==> config.mk <==
export PLATFORM = sky130hd
export DESIGN_NAME = agu_request_arbiter_flat
export DESIGN_NICKNAME = d
export VERILOG_FILES = /design/src/rtl/garuda_agu_pkg.sv /design/src/rtl/agu_request_arbiter_if.sv /design/src/rtl/rr_arbiter.sv /design/src/rtl/agu_request_arbiter.sv /design/src/flat_wrapper.sv
export SDC_FILE = /design/constraint.sdc
export NUM_CORES = 1
export LEC_CHECK = 0
export CAP_MARGIN = 30
export CORE_AREA = 2 2 221 223
export DETAILED_ROUTE_END_ITERATION = 7
export DIE_AREA = 0 0 223 225
export HOLD_SLACK_MARGIN = 0.05
export PLACE_DENSITY_LB_ADDON = 0.12
export SYNTH_ARGS = -nofsm -noshare
export SYNTH_HDL_FRONTEND = slang
export SYNTH_SLANG_ARGS = --single-unit
==> constraint.sdc <==
create_clock -name clk_i -period 3.04 [get_ports clk_i]
set_input_delay 0.456 -clock clk_i [delete_from_list [all_inputs] [get_ports clk_i]]
set_output_delay 0.456 -clock clk_i [all_outputs]
set_load 0.01 [all_outputs]
==> src/rtl/garuda_agu_pkg.sv <==
// Shared types for the AGU and its request arbiter.
// Job configuration layout, address-pattern codes and arbiter FSM states.
package garuda_agu_pkg;

    localparam int AGU_ADDR_W  = 32;
    localparam int AGU_COUNT_W = 16;

    typedef enum logic [2:0] {
        LINEAR  = 3'd0,
        STRIDED = 3'd1,
        BLOCKED = 3'd2
    } agu_pattern_e;

    typedef struct packed {
        logic [AGU_ADDR_W-1:0]  base;
        logic [AGU_ADDR_W-1:0]  stride;
        logic [AGU_COUNT_W-1:0] count;
        logic [AGU_ADDR_W-1:0]  elem_size;
        agu_pattern_e           pattern;
    } agu_cfg_t;

    typedef enum logic [2:0] {
        ST_IDLE,
        ST_LAUNCH,
        ST_RUN,
        ST_RELEASE,
        ST_ZERO_DONE
    } agu_arb_state_e;

    function automatic logic is_empty_job(input agu_cfg_t cfg);
        return cfg.count == '0;
    endfunction

endpackage

==> src/rtl/agu_request_arbiter_if.sv <==
// AGU-side and memory-side signals of the shared AGU arbiter.
// master = arbiter view, slave = AGU plus memory port view.
interface agu_request_arbiter_if
    import garuda_agu_pkg::*;
#(
    parameter int ADDR_WIDTH = 32,
    parameter int ID_W       = 2
);
    logic                  agu_cfg_valid;
    logic                  agu_start;
    agu_cfg_t              agu_cfg;
    logic                  agu_cfg_ready;
    logic                  agu_done;

    logic                  agu_addr_valid;
    logic [ADDR_WIDTH-1:0] agu_addr;
    logic [7:0]            agu_burst_len;
    logic [2:0]            agu_burst_size;
    logic                  agu_last;
    logic                  agu_addr_ready;

    logic                  mem_addr_valid;
    logic [ADDR_WIDTH-1:0] mem_addr;
    logic [7:0]            mem_burst_len;
    logic [2:0]            mem_burst_size;
    logic                  mem_last;
    logic [ID_W-1:0]       mem_id;
    logic                  mem_addr_ready;

    modport master (
        output agu_cfg_valid, agu_start, agu_cfg, agu_addr_ready,
        output mem_addr_valid, mem_addr, mem_burst_len,
        output mem_burst_size, mem_last, mem_id,
        input  agu_cfg_ready, agu_done, agu_addr_valid, agu_addr,
        input  agu_burst_len, agu_burst_size, agu_last, mem_addr_ready
    );

    modport slave (
        input  agu_cfg_valid, agu_start, agu_cfg, agu_addr_ready,
        input  mem_addr_valid, mem_addr, mem_burst_len,
        input  mem_burst_size, mem_last, mem_id,
        output agu_cfg_ready, agu_done, agu_addr_valid, agu_addr,
        output agu_burst_len, agu_burst_size, agu_last, mem_addr_ready
    );

endinterface

==> src/rtl/rr_arbiter.sv <==
// Round-robin arbiter: one-hot grant searched circularly from a pointer.
// Pointer moves past the winner when accept_i is strobed.
module rr_arbiter #(
    parameter  int NUM_REQ = 3,
    localparam int ID_W    = $clog2(NUM_REQ)
) (
    input  logic               clk_i,
    input  logic               rst_ni,
    input  logic [NUM_REQ-1:0] req_i,
    input  logic               accept_i,
    output logic [NUM_REQ-1:0] gnt_o,
    output logic [ID_W-1:0]    idx_o
);

    logic [ID_W-1:0] ptr_q;

    always_comb begin
        int   j;
        logic found;
        gnt_o = '0;
        idx_o = '0;
        found = 1'b0;
        j     = 0;
        for (int k = 0; k < NUM_REQ; k++) begin
            j = int'(ptr_q) + k;
            if (j >= NUM_REQ) j = j - NUM_REQ;
            if (!found && req_i[j]) begin
                found    = 1'b1;
                gnt_o[j] = 1'b1;
                idx_o    = ID_W'(j);
            end
        end
    end

    always_ff @(posedge clk_i or negedge rst_ni) begin
        if (!rst_ni) begin
            ptr_q <= '0;
        end else if (accept_i) begin
            ptr_q <= (int'(idx_o) == NUM_REQ - 1) ? '0 : idx_o + 1'b1;
        end
    end

endmodule

==> src/rtl/agu_request_arbiter.sv <==
// Shares one AGU among NUM_REQ requesters, one whole job at a time.
// Latches the winning config, launches the AGU and tags its address stream.
module agu_request_arbiter
    import garuda_agu_pkg::*;
#(
    parameter  int NUM_REQ    = 3,
    parameter  int ADDR_WIDTH = 32,
    localparam int ID_W       = $clog2(NUM_REQ)
) (
    input  logic                  clk_i,
    input  logic                  rst_ni,
    input  logic [NUM_REQ-1:0]    req_valid_i,
    output logic [NUM_REQ-1:0]    req_ready_o,
    input  agu_cfg_t [NUM_REQ-1:0] req_cfg_i,
    output logic [NUM_REQ-1:0]    req_done_o,
    agu_request_arbiter_if.master bus,
    output logic                  busy_o,
    output logic [ID_W-1:0]       active_id_o
);

    agu_arb_state_e        state_q, state_d;
    logic [ID_W-1:0]       id_q;
    agu_cfg_t              cfg_q;
    logic [NUM_REQ-1:0]    gnt;
    logic [ID_W-1:0]       win_idx;
    logic                  accept;
    logic [ADDR_WIDTH-1:0] fwd_addr;

    assign accept = (state_q == ST_IDLE) && rst_ni && (|req_valid_i);

    rr_arbiter #(
        .NUM_REQ (NUM_REQ)
    ) u_rr (
        .clk_i    (clk_i),
        .rst_ni   (rst_ni),
        .req_i    (req_valid_i),
        .accept_i (accept),
        .gnt_o    (gnt),
        .idx_o    (win_idx)
    );

    always_ff @(posedge clk_i or negedge rst_ni) begin
        if (!rst_ni) begin
            state_q <= ST_IDLE;
            id_q    <= '0;
            cfg_q   <= '0;
        end else begin
            state_q <= state_d;
            if (accept) begin
                id_q  <= win_idx;
                cfg_q <= req_cfg_i[win_idx];
            end
        end
    end

    always_comb begin
        state_d            = state_q;
        req_ready_o        = '0;
        req_done_o         = '0;
        bus.agu_cfg_valid  = 1'b0;
        bus.agu_start      = 1'b0;
        bus.agu_addr_ready = 1'b0;
        bus.mem_addr_valid = 1'b0;
        bus.mem_burst_len  = '0;
        bus.mem_burst_size = '0;
        bus.mem_last       = 1'b0;
        bus.mem_id         = '0;
        fwd_addr           = '0;
        unique case (state_q)
            ST_IDLE: begin
                if (accept) begin
                    req_ready_o = gnt;
                    state_d = is_empty_job(req_cfg_i[win_idx]) ?
                              ST_ZERO_DONE : ST_LAUNCH;
                end
            end
            ST_LAUNCH: begin
                bus.agu_cfg_valid = 1'b1;
                bus.agu_start     = 1'b1;
                if (bus.agu_cfg_ready) state_d = ST_RUN;
            end
            ST_RUN: begin
                bus.mem_addr_valid = bus.agu_addr_valid;
                bus.agu_addr_ready = bus.mem_addr_ready;
                fwd_addr           = bus.agu_addr;
                bus.mem_burst_len  = bus.agu_burst_len;
                bus.mem_burst_size = bus.agu_burst_size;
                bus.mem_last       = bus.agu_last;
                bus.mem_id         = id_q;
                if (bus.agu_done) begin
                    req_done_o[id_q] = 1'b1;
                    state_d          = ST_RELEASE;
                end
            end
            // cfg_valid stays low here so the AGU can leave its DONE state
            ST_RELEASE: state_d = ST_IDLE;
            ST_ZERO_DONE: begin
                req_done_o[id_q] = 1'b1;
                state_d          = ST_IDLE;
            end
            default: state_d = ST_IDLE;
        endcase
    end

    assign bus.mem_addr = fwd_addr;
    assign bus.agu_cfg  = cfg_q;
    assign busy_o       = (state_q != ST_IDLE);
    assign active_id_o  = id_q;

    for (genvar g = 0; g < NUM_REQ; g++) begin : g_hold
        a_valid_hold: assert property (
            @(posedge clk_i) disable iff (!rst_ni)
            req_valid_i[g] && !req_ready_o[g] |=> req_valid_i[g]
        );
    end

endmodule

==> src/flat_wrapper.sv <==
// flat-port wrapper written by rule: the top's interface ports become plain ports
module agu_request_arbiter_flat import garuda_agu_pkg::*;
#(
    parameter  int NUM_REQ    = 3,
    parameter  int ADDR_WIDTH = 32,
    localparam int ID_W       = $clog2(NUM_REQ)
)
  (clk_i, rst_ni, req_valid_i, req_ready_o, req_cfg_i, req_done_o, busy_o, active_id_o, bus_agu_cfg_valid, bus_agu_start, bus_agu_cfg, bus_agu_addr_ready, bus_mem_addr_valid, bus_mem_addr, bus_mem_burst_len, bus_mem_burst_size, bus_mem_last, bus_mem_id, bus_agu_cfg_ready, bus_agu_done, bus_agu_addr_valid, bus_agu_addr, bus_agu_burst_len, bus_agu_burst_size, bus_agu_last, bus_mem_addr_ready);
  agu_request_arbiter_if #(.ADDR_WIDTH(ADDR_WIDTH), .ID_W((2))) bus_i ();
  input  logic clk_i;
  input  logic rst_ni;
  input  logic [NUM_REQ-1:0] req_valid_i;
  output logic [NUM_REQ-1:0] req_ready_o;
  input  agu_cfg_t [NUM_REQ-1:0] req_cfg_i;
  output logic [NUM_REQ-1:0] req_done_o;
  output logic busy_o;
  output logic [ID_W-1:0] active_id_o;
  output wire logic [$bits(bus_i.agu_cfg_valid)-1:0] bus_agu_cfg_valid;
  output wire logic [$bits(bus_i.agu_start)-1:0] bus_agu_start;
  output wire logic [$bits(bus_i.agu_cfg)-1:0] bus_agu_cfg;
  output wire logic [$bits(bus_i.agu_addr_ready)-1:0] bus_agu_addr_ready;
  output wire logic [$bits(bus_i.mem_addr_valid)-1:0] bus_mem_addr_valid;
  output wire logic [$bits(bus_i.mem_addr)-1:0] bus_mem_addr;
  output wire logic [$bits(bus_i.mem_burst_len)-1:0] bus_mem_burst_len;
  output wire logic [$bits(bus_i.mem_burst_size)-1:0] bus_mem_burst_size;
  output wire logic [$bits(bus_i.mem_last)-1:0] bus_mem_last;
  output wire logic [$bits(bus_i.mem_id)-1:0] bus_mem_id;
  input wire logic [$bits(bus_i.agu_cfg_ready)-1:0] bus_agu_cfg_ready;
  input wire logic [$bits(bus_i.agu_done)-1:0] bus_agu_done;
  input wire logic [$bits(bus_i.agu_addr_valid)-1:0] bus_agu_addr_valid;
  input wire logic [$bits(bus_i.agu_addr)-1:0] bus_agu_addr;
  input wire logic [$bits(bus_i.agu_burst_len)-1:0] bus_agu_burst_len;
  input wire logic [$bits(bus_i.agu_burst_size)-1:0] bus_agu_burst_size;
  input wire logic [$bits(bus_i.agu_last)-1:0] bus_agu_last;
  input wire logic [$bits(bus_i.mem_addr_ready)-1:0] bus_mem_addr_ready;
  assign bus_agu_cfg_valid = bus_i.agu_cfg_valid;
  assign bus_agu_start = bus_i.agu_start;
  assign bus_agu_cfg = bus_i.agu_cfg;
  assign bus_agu_addr_ready = bus_i.agu_addr_ready;
  assign bus_mem_addr_valid = bus_i.mem_addr_valid;
  assign bus_mem_addr = bus_i.mem_addr;
  assign bus_mem_burst_len = bus_i.mem_burst_len;
  assign bus_mem_burst_size = bus_i.mem_burst_size;
  assign bus_mem_last = bus_i.mem_last;
  assign bus_mem_id = bus_i.mem_id;
  assign bus_i.agu_cfg_ready = bus_agu_cfg_ready;
  assign bus_i.agu_done = bus_agu_done;
  assign bus_i.agu_addr_valid = bus_agu_addr_valid;
  assign bus_i.agu_addr = bus_agu_addr;
  assign bus_i.agu_burst_len = bus_agu_burst_len;
  assign bus_i.agu_burst_size = bus_agu_burst_size;
  assign bus_i.agu_last = bus_agu_last;
  assign bus_i.mem_addr_ready = bus_mem_addr_ready;
  agu_request_arbiter #(.NUM_REQ(NUM_REQ), .ADDR_WIDTH(ADDR_WIDTH)) u_core (.clk_i(clk_i), .rst_ni(rst_ni), .req_valid_i(req_valid_i), .req_ready_o(req_ready_o), .req_cfg_i(req_cfg_i), .req_done_o(req_done_o), .bus(bus_i), .busy_o(busy_o), .active_id_o(active_id_o));
endmodule
* Yosys cells after proc, flatten, opt, wreduce, memory -nomap -nowiden
Cells that the tools add are included.
Storage, ports and cells: flip-flop bits (word level) 122, output and inout port bits 174, bits of input ports 398, word-level logic and storage cells 98
Operators by class: magnitude comparators 12, add/sub/neg operators 6, reduce and logical (&&, ||, !) cells 15, eq/ne operators 7, multiplexer cells 48, bitwise operators 2
Operators by type and width (number):
- binary-select mux 115 bit (select 2 bit) | 1
- 2-to-1 mux 32 bit | 4
- 2-to-1 mux 115 bit | 1
- >= comparator 32 x 1 -> 1 bit, second input constant | 3
- less-than comparator 32 x 4 -> 1 bit, second input constant | 3
- 2-to-1 mux 3 bit | 11
- logical NOT 16 bit | 1
- 2-to-1 mux 1 bit | 16
- 2-to-1 mux 2 bit | 5
- one-hot mux 3 bit (3 select lines) | 1
- demux 1 bit (select 2 bit) | 4
- logical AND 1 bit | 8
- 2-to-1 mux 8 bit | 1
- subtractor 3 x 2 -> 4 bit, second input constant | 2
- binary-select mux 1 bit (select 2 bit) | 3
- >= comparator 3 x 2 -> 1 bit, second input constant | 2
- less-than comparator 2 x 3 -> 1 bit, second input constant | 2
- bitwise OR 3 bit | 2
- one-hot mux 3 bit (2 select lines) | 1
- inequality test 2 bit, second input constant | 2
- adder 2 x 1 -> 3 bit, second input constant | 1
- adder 2 x 2 -> 3 bit, second input constant | 1
- == test 3 x 1 -> 1 bit, second input constant | 1
- == test 3 x 2 -> 1 bit, second input constant | 1
- other kinds (12) | 13

* Logic depth before layout (Yosys ltp)
depth in word-level cells 18, mapped depth 13, gate-level depth less buffers 10

* Cells and area by module
Synthesis repeated with hierarchy kept, for this count alone.
Unflattened totals: cell total of the unflattened synthesis 891, area, all modules 7442.1 um^2
Modules (own cells, without submodules):
- agu_request_arbiter | area an instance 7069.3 um^2, cells each 848, times used 1, seq. area each 3002.9 um^2
- rr_arbiter | area an instance 372.9 um^2, cells each 43, times used 1, seq. area each 50.0 um^2

* Worst setup path before layout
Ideal clock, no wire load.
kind reg-to-reg, from register u_core.u_rr.ptr_q[0], to register u_core.state_q[0], stages on the path, launching flop included 13, required time 2.907 ns, data arrival time 2.473 ns, period minus slack after synthesis 2.606 ns, path slack 0.434 ns, buffers on the path 2, library setup time 0.133 ns, cell sequence dfrtp_1 > inv_1 > ha_1 > and2b_1 > a2bb2oi_1 > o31a_1 > buf_6 > clkbuf_1 > a21boi_0 > o22ai_1 > nand4_1 > nor4_1 > o21ai_0
On the way: cells in the longest elaborated chain, start to end 18, elaborated cells on any way between the ends 35, those cells by class add/sub (5); order compare (3); mux (22); reduce/logical (5)
Ends and longest elaborated chain:
- start: declaration | RTL line rr_arbiter.sv:15 | logic [ID_W-1:0] ptr_q;
- start signal: assignment | RTL line rr_arbiter.sv:39 | ptr_q <= (int'(idx_o) == NUM_REQ - 1) ? '0 : idx_o + 1'b1;
- branches (longest 11 deep; another with subtractor 3 x 2 -> 4 bit)
- 2-to-1 mux 2 bit (*) | RTL line rr_arbiter.sv:27 | if (!found && req_i[j]) begin
- binary-select mux 115 bit (select 2 bit) (*) | RTL line agu_request_arbiter.sv:73 | state_d = is_empty_job(req_cfg_i[win_idx]) ?
- 2-to-1 mux 115 bit (*)
- logical NOT 16 bit (*) | RTL line garuda_agu_pkg.sv:31 | return cfg.count == '0;
- 2-to-1 mux 3 bit (*) | RTL line agu_request_arbiter.sv:73
- 2-to-1 mux 3 bit (*) | RTL line agu_request_arbiter.sv:71 | if (accept) begin
- one-hot mux 3 bit (3 select lines) (*) | RTL line agu_request_arbiter.sv:69 | unique case (state_q)
- end signal: assignment | RTL line agu_request_arbiter.sv:48 | state_q <= state_d;
- end: declaration | RTL line agu_request_arbiter.sv:21 | agu_arb_state_e state_q, state_d;
Mark *: on every way between the ends. The select of a mux whose other input is x is not followed. A chain may end at the register's enable or synchronous reset.

* Final worst setup path
from register u_core.u_rr.ptr_q[1], to register u_core.state_q[0]
The elaborated chain is that of the path after synthesis.

==> impl_metrics.tcl <==
set metrics [dict create \
    yosysSeqAreaShare_pct 39.9 \
    syn2layout_area_growth_pct 99.8 \
    cp_cell_sequence "inv_2 -> ha_4 -> mux2i_2 -> buf_4 -> nand2_1 -> o31a_1 -> buf_12 -> buf_12 -> a32o_1 -> o22ai_2 -> nand4_1 -> nor4_2 -> buf_4 -> o21ai_0" \
    ios 572 \
    reg2reg_to "u_core.state_q[0]$_DFFE_PN0P_" \
    h-tree-depth 4 \
    final_common_cell "clkdlybuf4s50_1" \
    layout_setup_ws_ns 0.0970 \
    drtIter0Drc 291 \
    syn_area_sq_um 7650 \
    arrival_ns 3.27 \
    fmax_mhz 340 \
    grt_pass1_wl_microns 52900 \
    fin_tns_setup_ns 0 \
    drt-met1-wl_microns 12800 \
    ys_ff_latch 122 \
    final-setup-viol-count 0 \
    layout.nets 1782 \
    syn_inst 791 \
    syn_nets 1193 \
    die_w_microns 223 \
    highest_layer "met4" \
    worstRegToRegCells 14 \
    worstMarginPinSlew_ns 0.708 \
    min_period_ns 2.94 \
    die_h_microns 225 \
    viasPerCell 4.02 \
    vias 8071 \
    die_area_sq_um 50200 \
    insertion_delay_ns 0.47 \
    slew_headroom_pct 52.8 \
    p_per_area_nw_per_um2 987 \
    path_delay_family "compound AO/OA/AOI/OAI gates" \
    ant_nets 0 \
    wl_met2_microns 20000 \
    crit_buf_inv 5 \
    antennaDiodeCount 0 \
    clock_path_buffers 2 \
    grt_pass1_vias 8305 \
    row_count 80 \
    avgSynthCellArea_sq_um 9.67 \
    antenna_found_initial 0 \
    outcome "finished, final reports clean" \
    fin_crit_sh_pct 96.8 \
    irDropWorstVdd_mv 0.630 \
    cp_max_fo 26 \
    yosysUniqueCellTypes 38 \
    track_usage_pct 14.4 \
    pre_cts_slack_ns -0.133 \
    port_buffers 571 \
    grt_start_max_net_pins 132 \
    drc 0 \
    cts_tree "done" \
    synth_top_area_share_pct 39.9 \
    met3_length_microns 2800 \
    yosys_warnings 0 \
    path_class "reg -> reg" \
    cp-start-kind "flip-flop" \
    coreArea_sq_um 47500 \
    drv_slew 0 \
    crit_slowest_cell "dfrtp_1" \
    cts_buffers 17 \
    cts.sinks 122 \
    layout_common_cells "clkdlybuf4s50_1 (567), nand2_1 (127), dfrtp_1 (122)" \
    drv_cap 0 \
    start_util_pct 16.1 \
    hpwl_microns 29000 \
    wl_per_cell_microns 18.3 \
    synth.area.top_cells "dfrtp_1 (40%), mux2_2 (14%), mux2i_1 (13%), o21ai_0 (7.7%), nand2_1 (6.3%)" \
    root_buffer "clkbuf_16" \
    reg2reg_from "u_core.u_rr.ptr_q[1]$_DFFE_PN0P_" \
    hold_viol 0 \
    layout-drive-gt1-share_pct 15.6 \
    hold_class "in -> async" \
    clk_pin_slew_worst_paths_ns 0.07 \
    r2r_slack_ns 0.1 \
    grt_overflow 0 \
    place.gp.congestion 0.799 \
    wirelength_microns 36700 \
    slowest_delay_ns 0.41 \
    p_leak_nw 6.62 \
    yosysTopAreaCell "dfrtp_1" \
    crit_required_ns 3.36 \
    clock-skew-final_ns 0.0117 \
    crit_path_end_kind "flip-flop" \
    drt_first_pass_iters 4 \
]
timing repair:
item	CTS	global route
pin swaps	2	5
hold buffers	1	0
resized for setup	9	15
setup endpoints to repair	5	25
cloned	0	0
buffers inserted	1	2
endpoints found under the hold margin	4	0
flip-flops by register name, summed over array words and instances, names as in the netlist:
signal,cells
u_core.bus.agu_cfg,115
u_core.state_q,3
u_core.active_id_o,2
u_core.u_rr.ptr_q,2
per-stage QoR:
stage / hold WS (ns) / power, mW / instances / utilization [%] / instance area, sq um
after floorplan: 0.160 / 7.79 / 791 / - / 7650
after global placement: 0.271 / 12.8 / 1972 / 30.5 / 14500
after detailed placement: 0.270 / 12.8 / 1972 / 30.5 / 14500
after CTS: 0.290 / 15.3 / 2006 / 32.0 / 15200
after global routing: 0.330 / 16.2 / 2008 / 32.1 / 15300
final: 0.348 / 15.1 / 2008 / 32.1 / 15300
cell usage after synthesis (all sizes together):
library cell	n
nand2b	5
nand3	2
nor2b	1
o21a	1
o211ai	1
nor3	2
o31a	1
o21ai	120
a21boi	17
nor4	1
a2bb2oi	2
a22oi	2
dfrtp	122
mux2i	103
inv	6
a211oi	1
ha	4
and2	49
clkbuf	39
nand2	129
or3	1
a32oi	1
and2b	1
mux2	98
nand4	4
nand3b	4
a32o	16
nor2	7
and3	1
nor3b	3
buf	25
a21o	2
a21oi	2
o22ai	18
cell families (layout without fill, tap and decap cells):
family	count (synthesis)	in the layout	share of synthesized area [%]
buffers and inverters	70	672	4.12
DFF	122	122	39.9
muxes	201	201	27.9
adders and majority gates	4	4	0.655
and+or+nand+nor	210	210	12.8
AOI/OAI and AO/OA	184	184	14.6
worst max path at each step:
stage | start | end | slack, ns | cells past startpoint
4_1_cts | u_core.u_rr.ptr_q[0]$_DFFE_PN0P_ | req_ready_o[0] | 0.00009 | 10
6_report | u_core.u_rr.ptr_q[1]$_DFFE_PN0P_ | u_core.state_q[0]$_DFFE_PN0P_ | 0.1 | 14
3_3_place_gp | req_valid_i[1] | u_core.state_q[0]$_DFFE_PN0P_ | -0.14 | 12
3_5_place_dp | req_valid_i[0] | u_core.state_q[0]$_DFFE_PN0P_ | -0.13 | 12
5_1_grt | u_core.u_rr.ptr_q[0]$_DFFE_PN0P_ | u_core.state_q[0]$_DFFE_PN0P_ | -0.02 | 14
2_1_floorplan | u_core.u_rr.ptr_q[0]$_DFFE_PN0P_ | u_core.state_q[0]$_DFFE_PN0P_ | 0.43 | 12
routing by layer:
layer  global-route usage (%)  up-vias
met1                     13.8     3711
li1                         -     3984
met4                     6.58        0
met3                     4.82       46
met5                        0        -
met2                     27.5      330
layout make-up:
cell class,count,area (sq um)
Sequential cell,122,3050
Clock buffer,19,453
Timing Repair Buffer,634,6370
Multi-Input combinational cell,599,4390
Tap cell,615,769
Inverter,6,22.5
Clock inverter,13,215
Fill cell,4918,32300
power by group:
part	switching [mW]	leakage, nW	total [mW]	internal [mW]
combinational	4.46	4.78	9.90	5.44
clock	0.877	0.324	2.38	1.50
sequential	0.402	1.52	2.80	2.40
Power figures use the tool's default switching activity.
